File: src/rtl/mm_control_param.sv
// mm_control_param: address/control sequencer for a ROWS x COLS matrix-vector
// multiply P = A*x through one MAC with MAC_LAT cycles of pipeline latency.
// Issues one (row, col) element per unstalled cycle, then drains the result
// pipeline so the final write to P completes before done is pulsed.
module mm_control_param #(
  parameter int ROWS    = 4,
  parameter int COLS    = 4,
  parameter int ADDR_W  = 4,
  parameter int MAC_LAT = 2
) (
  input  logic              clk,
  input  logic              rst,
  input  logic              Start,
  input  logic              stall,
  output logic              busy,
  output logic              done,
  output logic              issue,
  output logic              control,
  output logic [ADDR_W-1:0] addr_A,
  output logic [ADDR_W-1:0] addr_x,
  output logic              result_en,
  output logic [ADDR_W-1:0] addr_P
);

  localparam int ROW_W = (ROWS > 1) ? $clog2(ROWS) : 1;
  localparam int COL_W = (COLS > 1) ? $clog2(COLS) : 1;

  typedef enum logic [1:0] {
    S_IDLE,
    S_RUN,
    S_DRAIN,
    S_DONE
  } state_t;

  state_t             state;
  logic [ROW_W-1:0]   row;
  logic [COL_W-1:0]   col;
  logic [ADDR_W-1:0]  lin;

  logic               issue_now;
  logic               last_col;
  logic               last_row;
  logic               last_elem;
  logic               pipe_empty;

  logic [MAC_LAT-1:0] pipe_valid;
  logic [ROW_W-1:0]   pipe_row [MAC_LAT];

  // An element goes out on the Start edge itself (so it shows up in the first
  // busy cycle) and on every unstalled edge while running.
  always_comb begin
    issue_now = 1'b0;
    if (!stall) begin
      issue_now = (state == S_RUN) || ((state == S_IDLE) && Start);
    end
  end

  assign last_col   = (col == COL_W'(COLS - 1));
  assign last_row   = (row == ROW_W'(ROWS - 1));
  assign last_elem  = last_col && last_row;
  assign pipe_empty = ~|pipe_valid;

  // Control FSM, element counters and registered issue-side outputs.
  always_ff @(posedge clk) begin
    if (!rst) begin
      state   <= S_IDLE;
      row     <= '0;
      col     <= '0;
      lin     <= '0;
      busy    <= 1'b0;
      done    <= 1'b0;
      issue   <= 1'b0;
      control <= 1'b0;
      addr_A  <= '0;
      addr_x  <= '0;
    end else begin
      issue <= issue_now;
      done  <= 1'b0;

      if (issue_now) begin
        addr_A  <= lin;
        addr_x  <= ADDR_W'(col);
        control <= (col == '0);
        lin     <= last_elem ? '0 : lin + ADDR_W'(1);
        if (last_col) begin
          col <= '0;
          row <= last_row ? '0 : row + ROW_W'(1);
        end else begin
          col <= col + COL_W'(1);
        end
      end

      case (state)
        S_IDLE: begin
          if (Start) begin
            busy  <= 1'b1;
            state <= (issue_now && last_elem) ? S_DRAIN : S_RUN;
          end
        end
        S_RUN: begin
          if (issue_now && last_elem) begin
            state <= S_DRAIN;
          end
        end
        S_DRAIN: begin
          if (pipe_empty) begin
            state <= S_DONE;
            done  <= 1'b1;
          end
        end
        S_DONE: begin
          state   <= S_IDLE;
          busy    <= 1'b0;
          control <= 1'b0;
          addr_A  <= '0;
          addr_x  <= '0;
        end
        default: state <= S_IDLE;
      endcase
    end
  end

  // Result pipeline: tracks which issued element closes a row and emits the
  // P write strobe MAC_LAT cycles after that element was issued.
  always_ff @(posedge clk) begin
    if (!rst) begin
      pipe_valid <= '0;
      for (int i = 0; i < MAC_LAT; i++) begin
        pipe_row[i] <= '0;
      end
      result_en <= 1'b0;
      addr_P    <= '0;
    end else begin
      for (int i = MAC_LAT - 1; i > 0; i--) begin
        pipe_valid[i] <= pipe_valid[i-1];
        pipe_row[i]   <= pipe_row[i-1];
      end
      pipe_valid[0] <= issue_now && last_col;
      pipe_row[0]   <= row;
      result_en     <= pipe_valid[MAC_LAT-1];
      addr_P        <= pipe_valid[MAC_LAT-1] ? ADDR_W'(pipe_row[MAC_LAT-1]) : '0;
    end
  end

endmodule

File: config.mk
export PLATFORM = sky130hd
export DESIGN_NAME = mm_control_param
export DESIGN_NICKNAME = d
export VERILOG_FILES = /design/src/rtl/mm_control_param.sv
export SDC_FILE = /design/constraint.sdc
export NUM_CORES = 1
export LEC_CHECK = 0
export BUFFER_PORTS_ARGS = -buffer_cell sky130_fd_sc_hd__buf_2
export CAP_MARGIN = 30
export CORE_ASPECT_RATIO = 1.75
export CORE_MARGIN = 2
export CORE_UTILIZATION = 54
export DETAILED_ROUTE_END_ITERATION = 8
export PLACE_DENSITY = 0.75
export RECOVER_POWER = 50
export SYNTH_ARGS = -nofsm -noshare
export SYNTH_HDL_FRONTEND = slang
export SYNTH_SLANG_ARGS = --single-unit
File: constraint.sdc
create_clock -name clk -period 1.9 [get_ports clk]
set_clock_uncertainty 0.05 [all_clocks]
set_input_delay 0.095 -clock clk [delete_from_list [all_inputs] [get_ports clk]]
set_output_delay 0.095 -clock clk [all_outputs]
set_load 0.005 [all_outputs]
==> results of run 1 <==
-- stage by stage --
| stage | std cells | util | power, mW | hold WS, ps | worst slack, ps |
|---|---|---|---|---|---|
| 6_report | 177 | 0.623 | 1.68 | 57.7 | 248 |
| 3_3_place_gp | 170 | 0.591 | 1.18 | 335 | 339 |
| 5_1_grt | 177 | 0.623 | 1.80 | 83.8 | 27.3 |
| 4_1_cts | 177 | 0.629 | 1.70 | 49.3 | 255 |
| 2_1_floorplan | 137 | - | 1.06 | 133 | 394 |
| 3_5_place_dp | 170 | 0.591 | 1.20 | 341 | 287 |
-- logic make-up after synthesis --
group                    synth area share
AO/OA/AOI/OAI                       0.180
adder cells (fa/ha/maj)            0.0901
AND/OR/NAND/NOR                     0.164
other                             0.00300
buffers and inverters              0.0731
multiplexers                       0.0250
flip-flops                          0.464
-- layout make-up --
class	instances	area, um2
Sequential cell	29	581
Timing Repair Buffer	18	80.1
Tap cell	25	31.3
Inverter	8	30.0
Multi-Input combinational cell	90	589
Fill cell	210	847
Clock buffer	7	86.3
-- how the worst min path moves through the flow --
stage                from                end  slack, ps  cells after the start
floorplan           stall   issue$_SDFF_PN0_        130                      1
global placement    Start  busy$_SDFFE_PN0P_        340                      3
detailed placement  Start  busy$_SDFFE_PN0P_        340                      3
CTS                 Start  busy$_SDFFE_PN0P_         50                      3
global route        Start  busy$_SDFFE_PN0P_         80                      3
finish              Start  busy$_SDFFE_PN0P_         60                      3
-- power groups by stage --
stage          Combinational (mW)  Sequential (mW)  Clock, mW
6_report                    0.456            0.724      0.499
2_1_floorplan               0.336            0.728          0
3_3_place_gp                0.446            0.732          0
3_5_place_dp                0.462            0.735          0
5_1_grt                     0.521            0.733      0.542
4_1_cts                     0.464            0.722      0.513
-- cell usage after synthesis (all sizes together) --
master   count
or4          1
mux2         1
nand4b       1
conb         1
ha           9
a211o        1
o31ai        1
and2         6
o311ai       2
mux2i        2
nand2        6
o211ai       1
nand3       11
a21o         1
inv          7
nor2b        2
o21ai       12
a21oi       13
buf          8
clkbuf       2
a2111oi      1
clkinv       1
nand2b       1
o221ai       1
o41ai        1
and3         3
dfxtp       29
o21a         1
nand3b       2
nor3         3
nand4        1
a221oi       1
a32oi        1
-- routing by layer --
layer | wire [um] | vias to the layer above
met5 | 0 | -
met4 | 88 | 0
met1 | 942 | 473
met3 | 94 | 8
li1 | - | 502
met2 | 1380 | 26
-- flip-flops by register name (all words and copies together), names as in the netlist, 2 cells and up --
signal	cells
addr_P	2
pipe_row	4
addr_A	4
lin	4
pipe_valid	2
addr_x	2
row	2
state	2
col	2
-- worst reg2reg max path, cell delays in order, from the launching register on --
cell and delay [ps]:
dfxtp_1 330, inv_1 120, ha_1 240, a21oi_1 60, buf_4 180, o311ai_0 350, o21ai_0 170
==> results by group, run 1 <==
Run status
  – Status: finished, final reports clean

Setup path
  – Slowest cell delay on critical path: 350 ps
  – Slowest-stage cell, CP: o311ai_0
  – RR Startpoint: state[1]$_SDFFE_PN0P_
  – Largest fanout on the critical path: 16
  – WP depth: 6
  – CP required: 1990 ps
  – RR Endpoint: lin[2]$_SDFFE_PN0N_
  – R2r setup slk: 250 ps
  – Crit Path Class: register to register
  – Startpoint Class: register
  – Critical Path Source: state[1]$_SDFFE_PN0P_
  – Top cell family by delay on the critical path: compound AO/OA/AOI/OAI gates
  – WP data arrival: 1740 ps
  – CP bufs+invs: 2
  – CP Cell Sequence: inv_1 > ha_1 > a21oi_1 > buf_4 > o311ai_0 > o21ai_0
  – CP endpoint: lin[2]$_SDFFE_PN0N_
  – Critical Path Sink Type: register
  – R2R cell count: 6

Pwr
  – Internal: 1.14 mW
  – Static Leak: 0.563 nW
  – Sequential power share: 0.431
  – P per Cell Area: 1200 mW/mm2
  – Sw Ratio: 0.322
  – Clock power frac: 0.297
  – Combinational power share: 0.272
  – Net Switching: 0.541 mW
  – Peak VDD IR: 746 uV

Floorplanning
  – Die ar.: 0.00273 mm2
  – Die X-Extent: 40.4 um
  – Die H: 67.6 um
  – # rows: 23
  – # IOs: 21
  – Core ar.: 0.00224 mm2
  – Initial Util: 0.557

CTS
  – Clk buf depth: 2
  – Clock transition at the registers of the reported paths: 60 ps
  – CTS resizes: 0
  – CTS H-tree lvls: 2
  – Num CTS Buffers: 5
  – Clock sink count: 29
  – CTS root buf: clkbuf_8
  – TritonCTS clock tree: built
  – Hold-fix buffers, CTS: 0
  – Worst-Skew Late Latency: 280 ps
  – # Post-CTS Setup Buffers: 0

GRT
  – Tot GR Track Use: 0.239
  – First-pass GRT wire length: 4410 um
  – Initial antenna violation count: 0
  – M2 GR Usage: 0.403
  – Met3 Use GR: 0.0789
  – Maximum number of pins on one net before global-route repair: 19
  – Gr ovfl total: 0
  – Met1 Resource Use GR: 0.232
  – Vias in the first global route: 1030
  – Global route hottest layer: met2

Hold path
  – HP Class: primary input to register

Timing
  – RSZ-0062 raised after global routing: no
  – Setup TNS: 0 ps
  – Final slew viol count: 0
  – Crit share post-route: 0.870
  – Final Hold Viols: 0
  – Final setup fails: 0
  – Peak Freq: 605 MHz
  – Shortest clock period the worst path allows after layout: 1650 ps

Routing
  – Wire per inst: 14.1 um
  – Vias/cell: 5.70
  – Post-route DRC: 0
  – Vias: 1009
  – Detail Route Antenna Nets: 0
  – Final WL: 2500 um
  – Pre-Repair DR Iteration Count: 4
  – Number of DRC markers in iteration 0: 17

Logic synthesis
  – Yosys top cell area share: 0.464
  – Netlist cell types: 35
  – Area contributors post-synth: dfxtp_1, ha_1, a21oi_1
  – Yosys reg bits: 29
  – Mapped Area: 0.00125 mm2
  – Largest area contributor in the netlist: dfxtp_1
  – Sequential fraction of the synthesis area: 0.464
  – Mean Syn Cell Area: 9.33 um2
  – Synth warn: 0
  – Synth Instances: 134

Layout
  – Final instance area: 0.00140 mm2
  – Commonest cells after routing, fill and taps aside: dfxtp_1, a21oi_1, clkbuf_1
  – ANT cells: 0
  – Most common cell after layout, fill and taps aside: dfxtp_1
  – Layout cells sized above 1: 0.0855
  – Final nets: 165
  – Area Overhead vs Synth: 11.8%

Placed design
  – HPWL Detailed: 1820 um
  – Placer Congestion: 0.838
  – Dpl cell area: 0.00133 mm2
  – Port bufs: 16

Run
  – Max Cap Violations: 0
(Power assumes the default switching activity.)
==> run 2: changes to the inputs <==
==> constraint.sdc (replaced) <==
create_clock -name clk -period 1.7 [get_ports clk]
set_clock_uncertainty 0.05 [all_clocks]
set_input_delay 0.085 -clock clk [delete_from_list [all_inputs] [get_ports clk]]
set_output_delay 0.085 -clock clk [all_outputs]
set_load 0.005 [all_outputs]
==> run 2 against run 1 <==
Effect of this change: critical path depth is the same; setup slack got worse by 130 ps; global-route usage fell by 2.7 points; fmax increased by 4.6%; first-iteration DRC count is 12% lower; largest cell class unchanged; largest power group unchanged; utilization up 1.5 points; combinational power is 20% higher; critical endpoint is now col[0]$_SDFFE_PN0N_.
==> results by group, run 2 (synthesis results as in run 1) <==
Run status
  – Status: finished, final reports clean

Routing
  – Vias: 1007 (-0.20%)
  – Number of DRC markers in iteration 0: 15 (-2)
  – Final WL: 2390 um (-4.6%)
  – Post-route DRC: 0 (unchanged)
  – Vias/cell: 5.56 (-2.4%)
  – Pre-Repair DR Iteration Count: 4 (unchanged)
  – Wire per inst: 13.2 um (-6.7%)
  – Detail Route Antenna Nets: 0 (unchanged)

Setup path
  – Top cell family by delay on the critical path: simple AND/OR/NAND/NOR gates
  – Most frequent CP cell: a21oi_1
  – Crit Path Class: register to register
  – Slowest-stage cell, CP: or4_1
  – Slowest cell delay on critical path: 410 ps (+60 ps)
  – Critical Path Sink Type: register
  – CP bufs+invs: 2 (unchanged)
  – CP Cell Sequence: inv_1 > ha_2 > a21oi_1 > buf_4 > or4_1 > a21oi_1
  – WP data arrival: 1730 ps (about the same)
  – Startpoint Class: register
  – CP required: 1850 ps (-140 ps)
  – Largest fanout on the critical path: 16 (unchanged)

Layout
  – Fin cells: 181 (+2.3%)
  – Area Overhead vs Synth: 14.5%
  – Commonest cells after routing, fill and taps aside: dfxtp_1, a21oi_1, o21ai_0
  – ANT cells: 0 (unchanged)
  – Most common cell after layout, fill and taps aside: dfxtp_1
  – Filler instances: 200 (-4.8%)
  – Final nets: 168 (+1.8%)
  – Layout cells sized above 1: 0.147 (+0.0619)
  – Biggest regs: addr_A: 4 flops, lin: 4 flops, pipe_row: 4 flops

CTS
  – CTS resizes: 0 (unchanged)
  – Clock transition at the registers of the reported paths: 60 ps (about the same)
  – CTS root buf: clkbuf_8
  – Hold-fix buffers, CTS: 0 (unchanged)
  – CTS H-tree lvls: 2 (unchanged)
  – Worst-Skew Late Latency: 280 ps (about the same)
  – Clk buf depth: 2 (unchanged)
  – Num CTS Buffers: 5 (unchanged)
  – Clock sink count: 29 (unchanged)
  – # Post-CTS Setup Buffers: 0 (unchanged)
  – TritonCTS clock tree: built

Floorplanning
  – # rows: 23 (unchanged)
  – Core ar.: 0.00224 mm2 (unchanged)
  – Die X-Extent: 40.4 um (unchanged)
  – # IOs: 21 (unchanged)
  – Initial Util: 0.557 (unchanged)
  – Die H: 67.6 um (unchanged)
  – Die ar.: 0.00273 mm2 (unchanged)

GRT
  – First-pass GRT wire length: 3900 um (-12%)
  – Maximum number of pins on one net before global-route repair: 19 (unchanged)
  – Gr ovfl total: 0 (unchanged)
  – Vias in the first global route: 933 (-9.4%)
  – Tot GR Track Use: 0.212 (-0.0272)
  – Initial antenna violation count: 0 (unchanged)

Placed design
  – DP Worst Slack: 58.2 ps (-229 ps)
  – Placer Congestion: 0.816 (-2.6%)
  – Port bufs: 16 (unchanged)
  – HPWL Detailed: 1770 um (-2.8%)
  – Placed cells: 173 (+1.8%)

Pwr
  – Peak VDD IR: 831 uV (+11%)
  – Static Leak: 0.589 nW (+4.7%)
  – P per Cell Area: 1320 mW/mm2 (+9.5%)

Run
  – Max Cap Violations: 0 (unchanged)

Timing
  – Final setup fails: 0 (unchanged)
  – Final slew viol count: 0 (unchanged)
  – Peak Freq: 633 MHz (+4.6%)
  – Final Hold Viols: 0 (unchanged)
  – Shortest clock period the worst path allows after layout: 1580 ps (-72.1 ps)
  – WHS: 50.7 ps (-6.98 ps)
  – RSZ-0062 raised after global routing: no
  – Setup TNS: 0 ps (unchanged)
  – Crit share post-route: 0.930 (+0.0599)
  – Final Worst Setup Slack: 120 ps (-128 ps)

Hold path
  – HP Class: primary input to register
==> run 2: changes by cell type in the layout (fill, tap and decap cells not counted), moves of 2 or more <==
cell	before	now
ha_2	0	2
ha_1	9	7
buf_2	4	8
clkbuf_1	13	11
buf_4	2	5
==> run 2: layer usage <==
| metal | wire length [um] | share of wire | up-vias | global-route usage |
|---|---|---|---|---|
| met5 | 0 | 0 | - | 0 |
| met4 | 39 | 0.016 | 0 | 0.125 |
| met3 | 99 | 0.041 | 4 | 0.0691 |
| met2 | 1280 | 0.54 | 24 | 0.351 |
| met1 | 967 | 0.41 | 470 | 0.218 |
| li1 | - | - | 509 | - |
==> run 2: final cells by class <==
class	count	area [um2]	share of cell area
well taps	25	31.3	0.0219
clock buffers	8	80.1	0.0559
repair buffers	21	108	0.0752
inverters	8	30.0	0.0210
flip-flops and latches	29	581	0.406
multi-input cells	90	602	0.420
==> run 2: path summary, 6_finish.rpt <==
kind / end / start / slack [ps] / depth (start not counted)
min: busy$_SDFFE_PN0P_ / Start / 50 / 3
max: col[0]$_SDFFE_PN0N_ / state[0]$_SDFFE_PN0P_ / 120 / 6
min reg2reg: pipe_row[1][1]$_SDFF_PN0_ / pipe_row[0][1]$_SDFF_PN0_ / 380 / 1
max reg2reg: col[0]$_SDFFE_PN0N_ / state[0]$_SDFFE_PN0P_ / 120 / 6
==> run 2: where the power goes <==
group	switching [mW]	leakage [nW]	total [mW]	internal [mW]
Sequential	0.0592	0.235	0.811	0.752
Clock	0.234	0.0395	0.523	0.290
Combinational	0.314	0.315	0.549	0.235
==> run 2: stage by stage <==
stage	cell area (um2)	power (mW)	utilization
after floorplan	1260	1.19	-
after global placement	1350	1.33	0.601
after detailed placement	1350	1.35	0.601
after CTS	1430	1.88	0.637
after global routing	1430	2.00	0.638
final	1430	1.88	0.638
==> run 2: worst reg2reg max path, delay by kind of cell, from the launching register on <==
kind | cells | cell delay (ps)
buf+inv | 2 | 290
fa+ha+maj | 1 | 210
simple gates | 1 | 410
compound gates | 2 | 210
flops | 1 | 330
==> run 3: changes to the inputs <==
==> constraint.sdc (replaced) <==
create_clock -name clk -period 1.7 [get_ports clk]
set_clock_uncertainty 0.05 [all_clocks]
set_input_delay 0.34 -clock clk [delete_from_list [all_inputs] [get_ports clk]]
set_output_delay 0.34 -clock clk [all_outputs]
set_load 0.005 [all_outputs]
==> run 3 against run 2 <==
Effect of this change: highest routed layer unchanged; total power grew 2.0%; global-route usage grew 2.8 points; worst hold slack gained 210 ps; register-to-register slack is essentially flat; sequential share of layout area shrank 0.63 points; combinational power grew 6.4%; setup slack lost 1.9 ps; largest power group unchanged; final area grew 1.6%; first-iteration DRC count grew 53%; critical endpoint is now state[1]$_SDFFE_PN0P_.
==> results by group, run 3 (synthesis results as in run 1) <==
Run status
  – Status: finished, final reports clean

Layout
  – Final nets: 171 (+1.8%)
  – ANT cells: 0 (unchanged)
  – Layout cells sized above 1: 0.151 (+0.00351)
  – Biggest regs: addr_A: 4 flops, lin: 4 flops, pipe_row: 4 flops
  – Area Overhead vs Synth: 16.3%
  – Fin cells: 184 (+1.7%)
  – Most common cell after layout, fill and taps aside: dfxtp_1
  – Commonest cells after routing, fill and taps aside: dfxtp_1, clkbuf_1, a21oi_1

GRT
  – First-pass GRT wire length: 4510 um (+16%)
  – Gr ovfl total: 0 (unchanged)
  – Vias in the first global route: 1126 (+21%)
  – Tot GR Track Use: 0.240 (+0.0276)
  – Initial antenna violation count: 0 (unchanged)
  – Maximum number of pins on one net before global-route repair: 18 (-1)

Timing
  – Shortest clock period the worst path allows after layout: 1580 ps (+1.91 ps)
  – RSZ-0062 raised after global routing: no
  – Final Hold Viols: 0 (unchanged)
  – Slew margin rel.: 0.555
  – Crit share post-route: 0.931 (+0.00113)
  – Final setup fails: 0 (unchanged)
  – WHS: 265 ps (+215 ps)
  – Setup TNS: 0 ps (unchanged)
  – Peak Freq: 632 MHz (-0.12%)
  – Final slew viol count: 0 (unchanged)
  – Worst-Margin Slew: 668 ps

Floorplanning
  – Die ar.: 0.00273 mm2 (unchanged)
  – Die H: 67.6 um (unchanged)
  – Die X-Extent: 40.4 um (unchanged)
  – Initial Util: 0.557 (unchanged)
  – # rows: 23 (unchanged)
  – Core ar.: 0.00224 mm2 (unchanged)
  – # IOs: 21 (unchanged)

Routing
  – Post-route DRC: 0 (unchanged)
  – Vias: 1066 (+5.9%)
  – Wire per inst: 14.1 um (+7.3%)
  – Number of DRC markers in iteration 0: 23 (+8)
  – Detail Route Antenna Nets: 0 (unchanged)
  – Final WL: 2600 um (+9.0%)
  – Vias/cell: 5.79 (+4.1%)
  – Pre-Repair DR Iteration Count: 4 (unchanged)

Pwr
  – Static Leak: 0.589 nW (about the same)
  – Peak VDD IR: 779 uV (-6.2%)
  – Sequential power share: 0.423 (-0.008)
  – Internal: 1.30 mW (+1.5%)
  – Combinational power share: 0.304 (+0.013)
  – Net Switching: 0.624 mW (+3.0%)
  – Sw Ratio: 0.325 (+0.00318)
  – Tot Pwr: 1.92 mW (+2.0%)
  – Clock power frac: 0.273 (-0.005)
  – P per Cell Area: 1320 mW/mm2 (+0.41%)

Setup path
  – Crit Path Class: register to register
  – WP data arrival: 1700 ps (-30 ps)
  – Largest fanout on the critical path: 4 (-12)
  – Critical Path Sink Type: register
  – Startpoint Class: register
  – CP required: 1820 ps (-30 ps)

CTS
  – Clock transition at the registers of the reported paths: 60 ps (about the same)
  – # Post-CTS Setup Buffers: 0 (unchanged)
  – CTS root buf: clkbuf_8
  – Clk buf depth: 2 (unchanged)
  – Clock sink count: 29 (unchanged)
  – CTS H-tree lvls: 2 (unchanged)
  – Num CTS Buffers: 5 (unchanged)
  – TritonCTS clock tree: built
  – Worst-Skew Late Latency: 280 ps (about the same)

Run
  – Max Cap Violations: 0 (unchanged)

Placed design
  – HPWL Detailed: 1930 um (+8.9%)
  – Port bufs: 16 (unchanged)
  – Placed cells: 176 (+1.7%)
  – Placer Congestion: 0.804 (-1.4%)

Hold path
  – HP Class: primary input to register
[run 3: worst max-delay path, cell delays in order (launching register included)]
cell      delay, ps
dfxtp_1         400
inv_2            90
ha_4            180
nor2b_1         150
a211o_1         300
a221oi_1        320
[run 3: area by class of cell]
cell class | instances | area, um2
sequential | 29 | 581
fill | 198 | 791
multi-input combinational | 90 | 608
tap | 25 | 31.3
inverter | 8 | 30.0
clock buffer | 8 | 80.1
timing repair buffer | 24 | 124
[run 3: timing repair]
action / CTS / global route
gates resized for setup: 0 / 7
hold buffers: 0 / 0
endpoints found under the setup margin: 0 / 5
[run 3: power groups by stage]
stage	Combinational (mW)	Clock [mW]	Sequential, mW
final	0.584	0.524	0.813
after global routing	0.659	0.563	0.824
after CTS	0.546	0.545	0.808
after detailed placement	0.542	0	0.824
after global placement	0.512	0	0.816
after floorplan	0.375	0	0.814
[run 3: path summary, 6_finish.rpt]
check,start,to,slack (ps),cells past startpoint
setup reg to reg,state[0]$_SDFFE_PN0P_,state[1]$_SDFFE_PN0P_,120,5
hold reg to reg,pipe_row[0][1]$_SDFF_PN0_,pipe_row[1][1]$_SDFF_PN0_,390,1
setup / recovery,state[0]$_SDFFE_PN0P_,state[1]$_SDFFE_PN0P_,120,5
hold / removal,stall,issue$_SDFF_PN0_,270,2
[run 3: stage by stage]
stage	utilization	area [um2]	setup slack, ps
detailed placement	0.611	1370	7.86
finish	0.648	1450	118
CTS	0.647	1450	0.401
global placement	0.611	1370	119
global route	0.648	1450	6.89
floorplan	-	1260	194
[run 3: per-layer routing]
| layer | routed length [um] | part of all wire | track usage | up-vias |
|---|---|---|---|---|
| li1 | - | - | - | 516 |
| met1 | 967 | 0.37 | 0.216 | 512 |
| met2 | 1470 | 0.57 | 0.427 | 33 |
| met3 | 113 | 0.043 | 0.0789 | 5 |
| met4 | 51 | 0.020 | 0.138 | 0 |
| met5 | 0 | 0 | 0 | - |
